File: src/rtl/pipeline_hazard_scheduler.sv
// Hazard/stall scheduler for a 5-stage pipeline: tracks pending writebacks in EXE and MEM,
// and arbitrates between RAW stalls, taken-branch flushes and data-memory wait states.
module pipeline_hazard_scheduler (
    input  logic       clk,
    input  logic       rst,
    input  logic       id_valid,
    input  logic [3:0] src1,
    input  logic [3:0] src2,
    input  logic       src1_used,
    input  logic       src2_used,
    input  logic [3:0] id_dest,
    input  logic       id_wb_en,
    input  logic       id_mem_read,
    input  logic       id_mem_write,
    input  logic       branch_taken,
    input  logic       mem_ready,
    output logic       freeze,
    output logic       bubble,
    output logic       flush,
    output logic       mem_hold,
    output logic [7:0] wait_cnt
);
    localparam int EXE = 0;
    localparam int MEM = 1;

    typedef enum logic {
        S_IDLE,
        S_WAIT
    } state_t;

    state_t     state_q, state_d;
    logic [7:0] wait_cnt_q, wait_cnt_d;

    // Scoreboard entries, index EXE = younger, MEM = older.
    logic [1:0] v_q, v_d;
    logic [1:0] memop_q, memop_d;
    logic [3:0] dest_q [2];
    logic [3:0] dest_d [2];

    logic [1:0] match;
    logic       hazard;
    logic       hold_c;
    logic       flush_c;
    logic       bubble_c;
    logic       freeze_c;

    generate
        for (genvar gi = 0; gi < 2; gi++) begin : g_match
            assign match[gi] = v_q[gi] &
                               ((src1_used & (dest_q[gi] == src1)) |
                                (src2_used & (dest_q[gi] == src2)));
        end
    endgenerate

    // A pending memory access outranks everything; a taken branch outranks a RAW stall.
    always_comb begin
        hazard   = id_valid & (|match);
        hold_c   = memop_q[MEM] & ~mem_ready;
        flush_c  = branch_taken & ~hold_c;
        bubble_c = (hazard | flush_c) & ~hold_c;
        freeze_c = hold_c | (hazard & ~flush_c);
    end

    always_comb begin
        v_d     = v_q;
        memop_d = memop_q;
        dest_d  = dest_q;
        if (!hold_c) begin
            v_d[MEM]     = v_q[EXE];
            memop_d[MEM] = memop_q[EXE];
            dest_d[MEM]  = dest_q[EXE];
            // Stores keep memop set even though they never write back.
            v_d[EXE]     = id_valid & id_wb_en & ~bubble_c;
            memop_d[EXE] = id_valid & (id_mem_read | id_mem_write) & ~bubble_c;
            dest_d[EXE]  = id_dest;
        end
    end

    always_comb begin
        state_d    = state_q;
        wait_cnt_d = wait_cnt_q;
        case (state_q)
            S_IDLE: begin
                if (memop_q[MEM] & ~mem_ready) begin
                    state_d    = S_WAIT;
                    wait_cnt_d = 8'd1;
                end
            end
            S_WAIT: begin
                if (mem_ready) begin
                    state_d = S_IDLE;
                end else if (wait_cnt_q != 8'hFF) begin
                    wait_cnt_d = wait_cnt_q + 8'd1;
                end
            end
            default: state_d = S_IDLE;
        endcase
    end

    always_ff @(posedge clk or posedge rst) begin
        if (rst) begin
            state_q    <= S_IDLE;
            wait_cnt_q <= 8'd0;
            v_q        <= 2'b00;
            memop_q    <= 2'b00;
            dest_q[0]  <= 4'd0;
            dest_q[1]  <= 4'd0;
        end else begin
            state_q    <= state_d;
            wait_cnt_q <= wait_cnt_d;
            v_q        <= v_d;
            memop_q    <= memop_d;
            dest_q[0]  <= dest_d[0];
            dest_q[1]  <= dest_d[1];
        end
    end

    // Gate with rst so a branch_taken seen during reset cannot leak out as a flush.
    assign mem_hold = hold_c & ~rst;
    assign flush    = flush_c & ~rst;
    assign bubble   = bubble_c & ~rst;
    assign freeze   = freeze_c & ~rst;
    assign wait_cnt = wait_cnt_q;

endmodule

File: config.mk
export PLATFORM = sky130hd
export DESIGN_NAME = pipeline_hazard_scheduler
export DESIGN_NICKNAME = d
export VERILOG_FILES = /design/src/rtl/pipeline_hazard_scheduler.sv
export SDC_FILE = /design/constraint.sdc
export NUM_CORES = 1
export LEC_CHECK = 0
export ABC_AREA = 1
export BUFFER_PORTS_ARGS = -buffer_cell sky130_fd_sc_hd__buf_2
export CAP_MARGIN = 20
export CORE_MARGIN = 4
export CORE_UTILIZATION = 35
export CTS_CLUSTER_SIZE = 20
export DETAILED_ROUTE_END_ITERATION = 6
export PLACE_DENSITY = 0.67
export SYNTH_ARGS = -nofsm -noshare
export SYNTH_HDL_FRONTEND = slang
export SYNTH_SLANG_ARGS = --single-unit
export TNS_END_PERCENT = 30
File: constraint.sdc
create_clock -name clk -period 1.55 [get_ports clk]
set_input_delay 0.155 -clock clk [delete_from_list [all_inputs] [get_ports clk]]
set_output_delay 0.155 -clock clk [all_outputs]
set_load 0.005 [all_outputs]
; ---- Word-level counts from Yosys, hierarchy flattened
; Cells that the tools add are included.
[classes]
addsub = 1
multipliers = 0
n_div = 0
order_cmp = 0
eq_ne = 8
n_shift = 0
muxes = 7
bitwise = 30
n_reduce_logical = 2
[op_table]
columns = operator, count
row1 = $mux W8, 3
row2 = $and A1 B1 Y1, 19
row3 = $eq A4 B4 Y1, 4
row4 = $pmux W8 S2, 1
row5 = $add A8 B1 Y8 const B, 1
row6 = $ne A8 B8 Y1 const B, 1
row7 = $not A1 Y1, 6
row8 = $or A1 B1 Y1, 5
row9 = $ne A2 B2 Y1 const B, 2
row10 = $reduce_and A3 Y1, 1
row11 = $mux W1, 2
row12 = $ne A2 B1 Y1 const B, 1
row13 = $pmux W1 S2, 1
row14 = $reduce_or A2 Y1, 1
[totals]
reg_bits = 21
latch_bits = 0
ramBits = 0
rom_bits = 0
inputBits = 22
out_inout_bits = 12
word_cells = 54
mem_count = 0

; ---- Longest topological paths before layout
; Gate-level depths: netlist of run 1.
[depth]
ltp_word = 10
depth_mapped = 11
mapped_depth_nobuf = 11

; ---- Least setup slack after synthesis of run 1
; No wires, ideal clock.
[synth_path]
kind = register to register
start = reg wait_cnt_q[0], in the netlist wait_cnt[0]
end = reg wait_cnt_q[5], in the netlist wait_cnt[5]
setup_ns = 0.114
t_arrival_ns = 1.266
required_ns = 1.436
path_slack_ns = 0.170
path_stages_with_launch = 11
path_buffers = 0
path_cell_list = dfrtp_1 > ha_1 > inv_1 > nor3_4 > nand3_2 > nand2_4 > inv_6 > nand2_4 > o21bai_4 > inv_2 > nor2_2
[synth_between]
elab_chain_len = 4
[synth_lines]
columns = element, line
row1 = from (decl), 32  ; logic [7:0] wait_cnt_q, wait_cnt_d;
row2 = from (signal assigned), 110  ; wait_cnt_q <= wait_cnt_d;
row3 = $add A8 B1 Y8, 93  ; wait_cnt_d = wait_cnt_q + 8'd1;
row4 = $mux W8, 92  ; end else if (wait_cnt_q != 8'hFF) begin
row5 = $mux W8, 90  ; if (mem_ready) begin
row6 = $pmux W8 S2, 82  ; case (state_q)
; Parallel ways exist; a longest one is shown, timed or not. The select of a mux whose other input is x is not followed.
; A chain may end at the register's enable or synchronous reset.

; ---- Worst setup path in the final report of run 1
[layout_path]
start = reg dest_q[4] (netlist name)
end = out bubble
[layout_between]
elab_chain_len = 9
[layout_lines]
columns = element, line
row1 = from (decl), 37  ; logic [3:0] dest_q [2];
row2 = "$eq A4 B4 Y1, on equally long branches", "50, 51"
row3 = "$and A1 B1 Y1, on equally long branches", "50, 51"
row4 = $or A1 B1 Y1 *, 50  ; ((src1_used & (dest_q[gi] == src1)) |
row5 = $and A1 B1 Y1 *, 49  ; assign match[gi] = v_q[gi] &
row6 = $reduce_or A2 Y1 *, 57  ; hazard = id_valid & (|match);
row7 = $and A1 B1 Y1 *, 57
row8 = $or A1 B1 Y1 *, 60  ; bubble_c = (hazard | flush_c) & ~hold_c;
row9 = $and A1 B1 Y1 *, 60
row10 = $and A1 B1 Y1 *, 121  ; assign bubble = bubble_c & ~rst;
row11 = to (decl), 18  ; output logic bubble,
; Every way passes the cells marked *; elsewhere a longest branch is shown, timed or not.

==> out/summary.txt, run 1 <==
critical path peak fanout: 2
first-pass GRT wire length: 5.00 mm
CTS tree: built
Via density: 4.54
Final HPWL DP: 2.29 mm
placer congestion estimate: 0.837
core area: 3660 µm²
number of flops mapped to enable cells by yosys: 0
post-route ant nets: 0
CTS root buf: clkbuf_8
Post-layout nets: 257
P&R area growth vs syn: 27.5%
total gr overflow: 0
largest net degree at the start of global routing: 22
worst r2r src: wait_cnt[0]$_DFFE_PP0P_
Avg WL per Cell: 10.3 µm
max frequency: 596 MHz
Starting Density: 36.5%
max-cap violations: 0
data arrival time of the worst path: 1.52 ns
final worst slack: -0.129 ns
Tcrit/Tclk final: 108%
Post-synth top cells: nand2_1 (68), inv_1 (22), dfrtp_1 (21)
post-synth top area share: 39.4%
synthesized cell area: 1340 µm²
reg2reg path depth: 9
PwrDens: 933 nW/µm²
clk sinks: 21
Req. time, crit path: 1.39 ns
Hold Vio Cnt, Final: 0
FF+latch count, synth: 21
Reg clk slew, reported paths: 0.07 ns
Startpoint Class: flip-flop
vias in the first global route: 1181
minimum clock period: 1.68 ns
RSZ-0062 raised after global routing: true
DP Area: 1580 µm²
cell count after synthesis: 189
Iter 0 DRT Violations: 131
Seq/Total Area, Yosys: 39.4%
Crit Path Category: flip-flop to output port
area leader, netlist: dfrtp_1
WHS Path Cells: 3
final instance area: 1700 µm²
share of cells above drive strength 1: 33.9%
Port Buffer Count: 33
worst hold slack: 0.103 ns
H-Tree Level Count: 1
worst r2r dst: wait_cnt[3]$_DFFE_PP0P_
HP Start: id_dest[3]
Hold Path Class: input port to flip-flop
Total Wirelength: 2.91 mm
die area: 4870 µm²
Slew @ Worst Pin: 0.269 ns
number of buffers created by CTS: 3
synth top area cells: dfrtp_1 (39%), nand2_1 (19%), inv_1 (6.2%), nor2_1 (5.1%), o21ai_0 (4.1%)
Die Wd: 69.8 µm
P_leak: 0.000932 µW
flop2flop setup slack: 0.10 ns
Post-synth ARST share: 100%
Top FF cell, synth: dfrtp_1
Setup-failing EPs final: 2
DIE HEIGHT: 69.8 µm
Max Clock Skew: 0.00732 ns
Worst Hold Endpoint: dest_q[7]$_DFFE_PP0N_
DRC violations left: 0
Peak VDD IR: 333 µV
total number of vias: 1275
io pins: 34
antenna diode count: 0
Slew Viols, Final: 0
worst skew pair latency: 0.26 ns
filler instances: 387
initial antenna violation count: 0
critical path endpoint category: output port
row cnt: 22
syn_area_per_cell: 7.06 µm²
yosys warns: 0
failing checks: negative setup slack
status: finished, violations left
count leader, synth: nand2_1
synth unique cells: 28
drt pass-1 iters: 4
synthesized net count: 212
clock tree buffer depth: 2
GRT Overall Usage: 12.6%
Worst slew margin: 82.1%
==> through the flow <==
stage / TNS (ns) / cells / power, µW / setup WS, ns / util, %
floorplan: 0 / 189 / 1020 / 0.170 / -
global placement: 0 / 272 / 1190 / 0.0698 / 43.2
detailed placement: 0 / 272 / 1200 / 0.0691 / 43.2
CTS: -0.215 / 277 / 1580 / -0.130 / 45.1
global route: -0.555 / 281 / 1690 / -0.232 / 46.5
finish: -0.222 / 281 / 1590 / -0.129 / 46.5
==> where the power goes <==
group / switching (µW) / internal (µW) / total (µW)
logic: 304 / 213 / 517
clock network: 183 / 179 / 362
registers: 76.5 / 631 / 708
==> critical path: stages, from the launching register on <==
cell     delay [ns]
dfrtp_1        0.38
buf_4          0.13
nand2_1        0.05
nand2_1        0.05
nor2_1         0.08
nand3_1        0.07
nand2_1        0.07
nand2_1        0.06
nand2_2        0.08
nand2_2        0.07
a21oi_2        0.10
buf_2          0.12
==> cells by family (layout without fill, tap and decap cells) <==
kind of cell / after synthesis / after routing / synth area share [%]
XOR/XNOR: 4 / 4 / 2.62
buffers and inverters: 30 / 74 / 8.90
adder cells (fa/ha/maj): 1 / 1 / 0.937
flip-flops: 21 / 21 / 39.4
AO/OA/AOI/OAI: 20 / 20 / 9.56
AND/OR/NAND/NOR: 113 / 113 / 38.6
==> final cells by class <==
| type | count | area [µm²] | share of cell area (%) |
|---|---|---|---|
| multi-input cells | 138 | 723 | 42.5 |
| flip-flops and latches | 21 | 526 | 30.9 |
| repair buffers | 42 | 235 | 13.8 |
| inverters | 28 | 111 | 6.54 |
| well taps | 48 | 60.1 | 3.53 |
| clock buffers | 3 | 41.3 | 2.43 |
| clock inverters | 1 | 5.00 | 0.294 |
==> cell usage in the layout, fill, tap and decap left out, types with 4 or more instances in the layout <==
master,synthesis,final
nand2_1,68,62
inv_1,22,18
nand3_1,10,10
nor2_2,1,4
buf_4,0,8
nand2_2,0,6
nor2_1,18,15
dfrtp_1,21,21
o21ai_0,11,11
xnor2_1,4,4
buf_2,0,33
inv_2,4,8
==> repair_timing <==
item	4_1_cts	5_1_grt
pin swaps	0	9
hold endpoints to repair	21	0
setup buffers	0	4
gates resized for setup	6	9
endpoints found under the setup margin	2	9
hold buffers	1	0
==> sequential cells by signal (all words and copies together), names as in the netlist <==
| signal | flops |
|---|---|
| dest_q | 8 |
| wait_cnt | 8 |
| memop_q | 2 |
| v_q | 2 |
| state_q | 1 |
==> per-layer routing <==
layer | vias to the layer above | routed length (µm) | GRT usage [%]
li1 | 675 | - | -
met1 | 566 | 1430 | 16.4
met2 | 32 | 1320 | 20.3
met3 | 2 | 138 | 2.17
met4 | 0 | 25 | 5.74
met5 | - | 0 | 0
==> worst max path at each step <==
stage	startpoint	to	slack [ns]	cells after the start
final	dest_q[4]$_DFFE_PP0N_	bubble	-0.13	11
after global routing	dest_q[5]$_DFFE_PP0N_	bubble	-0.23	11
after CTS	dest_q[6]$_DFFE_PP0N_	bubble	-0.13	11
after detailed placement	wait_cnt[0]$_DFFE_PP0P_	wait_cnt[3]$_DFFE_PP0P_	0.07	9
after global placement	wait_cnt[0]$_DFFE_PP0P_	wait_cnt[3]$_DFFE_PP0P_	0.07	9
after floorplan	wait_cnt[0]$_DFFE_PP0P_	wait_cnt[5]$_DFFE_PP0P_	0.17	10
(Power assumes the default switching activity.)
==> run 2: changes to the inputs <==
- PLACE_DENSITY: 0.67 -> default
==> run 2 against run 1 <==
Effect of this change: the run still ends with negative setup slack left; critical path depth did not move; final area fell by 2.4%; final cell count fell by 1.4%; sequential share of layout area up 0.74 points; utilization shrank 1.1 points; wire length shrank 1.5%; register-to-register slack got worse by 0.04 ns; clock skew down 0.0028 ns; critical path type unchanged.
==> out/summary.txt, run 2 (synthesized netlist as in run 1, its figures left out) <==
status: finished, violations left
failing checks: negative setup slack
Hold Vio Cnt, Final: 0
GRT Overall Usage: 12.5%
Layout Utilization: 45.4%
vias in the first global route: 1173
P_leak: 0.000915 µW
drt pass-1 iters: 4
CP Cell Sequence: inv_2 -> nand2_2 -> nand2_2 -> nor2_2 -> nand3_1 -> nand2_1 -> nand2_1 -> nand2_2 -> nand2_2 -> a21oi_2 -> buf_2
CTS tree: built
most frequent cell on the critical path: nand2_2
Total Wirelength: 2.86 mm
clock power share: 22.7%
die area: 4870 µm²
Sw Ratio: 35.0%
Int Power: 1010 µW
total gr overflow: 0
worst r2r src: wait_cnt[0]$_DFFE_PP0P_
clk sinks: 21
Die Wd: 69.8 µm
Sequential Power Share: 45.9%
worst stage delay on the critical path: 0.41 ns
Worst slew margin: 81.6%
Avg WL per Cell: 10.3 µm
Post-Layout Cell Count: 277
Via density: 4.42
CTS root buf: clkbuf_8
initial antenna violation count: 0
P&R area growth vs syn: 24.5%
placer congestion estimate: 0.835
share of cells above drive strength 1: 29.7%
DIE HEIGHT: 69.8 µm
HP Start: id_dest[3]
H-Tree Level Count: 1
Final HPWL DP: 2.27 mm
delay-heaviest family, CP: simple AND/OR/NAND/NOR gates
clock tree buffer depth: 2
Iter 0 DRT Violations: 35
max-cap violations: 0
Peak VDD IR: 314 µV
antenna diode count: 0
worst skew pair latency: 0.26 ns
CP max-delay cell: dfrtp_1
Setup-failing EPs final: 2
total setup buffers inserted after CTS: 0
Startpoint Class: flip-flop
largest net degree at the start of global routing: 22
most common cell after layout, fill and taps aside: nand2_1
Slew @ Worst Pin: 0.276 ns
combinational fraction of design power: 31.4%
final worst slack: -0.160 ns
critical path peak fanout: 4
minimum clock period: 1.71 ns
number of buffers created by CTS: 3
reg2reg path depth: 9
critical path depth in cells: 11
switching power: 541 µW
DRC violations left: 0
most frequent cells in the layout: nand2_1 (64), buf_2 (33), inv_1 (21), dfrtp_1 (21), nor2_1 (17)
WHS Path Cells: 3
placed cells: 272
Post-layout nets: 253
data arrival time of the worst path: 1.56 ns
core area: 3660 µm²
post-route ant nets: 0
CP bufs+invs: 2
row cnt: 22
Slew Viols, Final: 0
Tcrit/Tclk final: 110%
Hold Path Class: input port to flip-flop
first-pass GRT wire length: 5.06 mm
Crit Path Category: flip-flop to output port
Port Buffer Count: 33
worst r2r dst: wait_cnt[3]$_DFFE_PP0P_
critical path endpoint category: output port
io pins: 34
max frequency: 585 MHz
PwrDens: 931 nW/µm²
Worst Hold Endpoint: dest_q[7]$_DFFE_PP0N_
Req. time, crit path: 1.39 ns
worst slack, placed: 0.0343 ns
flop2flop setup slack: 0.06 ns
RSZ-0062 raised after global routing: true
Max Clock Skew: 0.00448 ns
Starting Density: 36.5%
total number of vias: 1223
Reg clk slew, reported paths: 0.07 ns
-- run 2: changes by cell type in the layout (fill, tap and decap cells not counted) --
| cell | previous run | this run |
|---|---|---|
| buf_4 | 8 | 4 |
| inv_1 | 18 | 21 |
| inv_2 | 8 | 5 |
| nand2_1 | 62 | 64 |
| nand2_2 | 6 | 4 |
| nor2_1 | 15 | 17 |
| nor2_2 | 4 | 2 |
| o21ai_0 | 11 | 10 |
| o21ai_1 | 3 | 4 |
-- run 2: layer usage --
layer,vias to the layer above,GRT usage (%),routed length [µm]
li1,669,-,-
met4,0,4.47,32
met1,527,17.5,1430
met2,23,19.4,1270
met5,-,0,0
met3,4,2.03,126
-- run 2: power by group through the flow --
stage / Clock (µW) / Combinational (µW) / Sequential [µW]
floorplan: 0 / 311 / 712
global placement: 0 / 473 / 718
detailed placement: 0 / 475 / 720
CTS: 367 / 481 / 709
global route: 387 / 556 / 723
finish: 352 / 486 / 710
-- run 2: how the worst max path moves through the flow --
stage | from | end | slack, ns
after detailed placement | wait_cnt[0]$_DFFE_PP0P_ | wait_cnt[3]$_DFFE_PP0P_ | 0.03
final | dest_q[1]$_DFFE_PP0N_ | bubble | -0.16
after global placement | wait_cnt[0]$_DFFE_PP0P_ | wait_cnt[3]$_DFFE_PP0P_ | 0.06
after global routing | dest_q[1]$_DFFE_PP0N_ | bubble | -0.29
after floorplan | wait_cnt[0]$_DFFE_PP0P_ | wait_cnt[5]$_DFFE_PP0P_ | 0.17
after CTS | dest_q[1]$_DFFE_PP0N_ | bubble | -0.21
-- run 2: repair_timing --
action / in CTS / in global routing
pin swaps: 6 / 9
setup endpoints to repair: 3 / 5
endpoints found under the hold margin: 21 / 0
cloned: 0 / 0
resized for setup: 4 / 5
hold buffers: 1 / 0
-- run 2: area by class of cell --
type | instances | area, µm²
Fill cell | 404 | 2000
Multi-Input combinational cell | 138 | 713
Sequential cell | 21 | 526
Timing Repair Buffer | 38 | 205
Inverter | 28 | 111
Tap cell | 48 | 60.1
Clock buffer | 3 | 41.3
Clock inverter | 1 | 5.00
-- run 2: through the flow --
step	instance area, µm²	total power [µW]	hold slack, ns	setup TNS [ns]
floorplan	1340	1020	0.132	0
CTS	1650	1560	0.0993	-0.368
global placement	1580	1190	0.257	0
finish	1660	1550	0.100	-0.265
detailed placement	1580	1190	0.258	0
global route	1660	1670	0.116	-0.597
-- run 2: worst min-delay path: cells and delay by family --
family | cells | cell delay [ns]
AOI/OAI and AO/OA | 1 | 0.05
buffers and inverters | 1 | 0.07
and+or+nand+nor | 1 | 0.04
==> run 3: changes to the inputs <==
- PLACE_DENSITY_LB_ADDON: default -> 0.15
==> run 3 against run 2 <==
Effect of this change: the flow still finishes with violations (negative setup slack); register-to-register slack better by 0.04 ns; die area is the same; non-clock buffer count is 4 higher; combinational power about the same; worst setup slack better by 0.042 ns; clock power up 3%; highest routed layer unchanged; global-route usage is 0.26 points higher; utilization rose by 0.72 points; sequential power rose by 0.6%; via count up 1.6%; final area up 1.6%.
==> out/summary.txt, run 3 (synthesized netlist as in run 1, its figures left out) <==
status: finished, violations left
failing checks: negative setup slack
post-route ant nets: 0
worst skew pair latency: 0.26 ns
Die Wd: 69.8 µm
Startpoint Class: flip-flop
PwrDens: 924 nW/µm²
Post-layout nets: 257
Iter 0 DRT Violations: 78
max frequency: 599 MHz
number of buffers created by CTS: 3
Layout Utilization: 46.1%
data arrival time of the worst path: 1.51 ns
P&R area growth vs syn: 26.4%
final worst slack: -0.119 ns
Via density: 4.42
row cnt: 22
Avg WL per Cell: 10.6 µm
Crit Path Category: flip-flop to output port
P_leak: 0.000931 µW
DRC violations left: 0
most common cell after layout, fill and taps aside: nand2_1
CP Cell Sequence: inv_2 -> nand2_1 -> nand2_1 -> nor2_2 -> nand3_1 -> nand2_1 -> nand2_1 -> nand2_2 -> nand2_2 -> a21oi_2 -> buf_2
placer congestion estimate: 0.767
drt pass-1 iters: 6
CTS tree: built
core area: 3660 µm²
antenna diode count: 0
CTS root buf: clkbuf_8
Hold Path Class: input port to flip-flop
register area: 526 µm²
share of cells above drive strength 1: 32.6%
RSZ-0062 raised after global routing: true
placed cells: 274
Peak VDD IR: 376 µV
Hold Vio Cnt, Final: 0
critical path peak fanout: 3
GRT Overall Usage: 12.8%
Worst slew margin: 79.7%
vias in the first global route: 1186
Post-Layout Cell Count: 281
WL met1: 1.50 mm
Port Buffer Count: 33
clk sinks: 21
initial antenna violation count: 0
Total Wirelength: 2.97 mm
WL met2: 1.30 mm
Final HPWL DP: 2.33 mm
largest net degree at the start of global routing: 22
worst stage delay on the critical path: 0.39 ns
Starting Density: 36.5%
Setup-failing EPs final: 2
minimum clock period: 1.67 ns
Req. time, crit path: 1.39 ns
Slew @ Worst Pin: 0.302 ns
critical path endpoint category: output port
Reg clk slew, reported paths: 0.08 ns
met3 wire len: 158 µm
filler instances: 383
DIE HEIGHT: 69.8 µm
delay-heaviest family, CP: simple AND/OR/NAND/NOR gates
Slew Viols, Final: 0
io pins: 34
CP bufs+invs: 2
setup TNS: -0.166 ns
most frequent cell on the critical path: nand2_1
clock tree buffer depth: 2
die area: 4870 µm²
max-cap violations: 0
CP max-delay cell: dfrtp_1
total gr overflow: 0
total number of vias: 1243
Max Clock Skew: 0.00167 ns
DR top layer: met4
Tot Pwr: 1560 µW
worst hold slack: 0.0985 ns
H-Tree Level Count: 1
most frequent cells in the layout: nand2_1 (64), buf_2 (33), dfrtp_1 (21), inv_1 (17), nor2_1 (16)
multi-input logic area: 709 µm²
Tcrit/Tclk final: 108%
first-pass GRT wire length: 5.16 mm
run 3: changes by cell type in the layout (fill, tap and decap cells not counted):
cell    change
nor2_2      +1
nor4_1      +1
inv_1       -4
buf_4       +4
nor4_2      -1
nor2_1      -1
inv_2       +4
run 3: worst min-delay path: stages:
cell	delay, ns
buf_2	0.07
nand2_1	0.04
o21ai_0	0.05
run 3: path summary, 6_finish.rpt:
kind                                          from                 endpoint  slack [ns]  cells past startpoint
max                          dest_q[5]$_DFFE_PP0N_                   bubble       -0.12                     11
min                                     id_dest[0]    dest_q[4]$_DFFE_PP0N_         0.1                      3
max reg2reg                wait_cnt[0]$_DFFE_PP0P_  wait_cnt[4]$_DFFE_PP0P_        0.10                      9
min reg2reg                 memop_q[0]$_DFFE_PP0N_   memop_q[1]$_DFFE_PP0N_        0.48                      1
max in group asynchronous                      rst  wait_cnt[0]$_DFFE_PP0P_        0.82                      4
min in group asynchronous                      rst    dest_q[3]$_DFFE_PP0N_        0.51                      4
run 3: report_power, final:
group / total (µW) / internal [µW] / switching [µW]
Combinational: 486 / 201 / 285
Clock: 361 / 179 / 182
Sequential: 714 / 631 / 82.1
run 3: repair_timing:
action,CTS,global route
hold buffers,1,0
endpoints found under the hold margin,21,0
endpoints found under the setup margin,3,7
setup buffers,1,1
pin swaps,3,4
resized for setup,4,9
run 3: metrics by stage:
stage | setup slack (ns) | cell area, µm²
final | -0.119 | 1690
after global routing | -0.268 | 1690
after CTS | -0.122 | 1670
after detailed placement | 0.0381 | 1600
after global placement | 0.0559 | 1600
after floorplan | 0.170 | 1340
run 3: layer usage:
metal	GRT usage, %	up-vias
li1	-	670
met1	17.7	541
met2	20.3	30
met3	2.61	2
met4	3.19	0
met5	0	-
run 3: layout make-up:
cell class | instances | share of cell area [%]
inverter | 28 | 6.60
clock buffer | 3 | 2.45
tap | 48 | 3.56
multi-input combinational | 138 | 42.0
sequential | 21 | 31.1
timing repair buffer | 42 | 13.9
clock inverter | 1 | 0.297
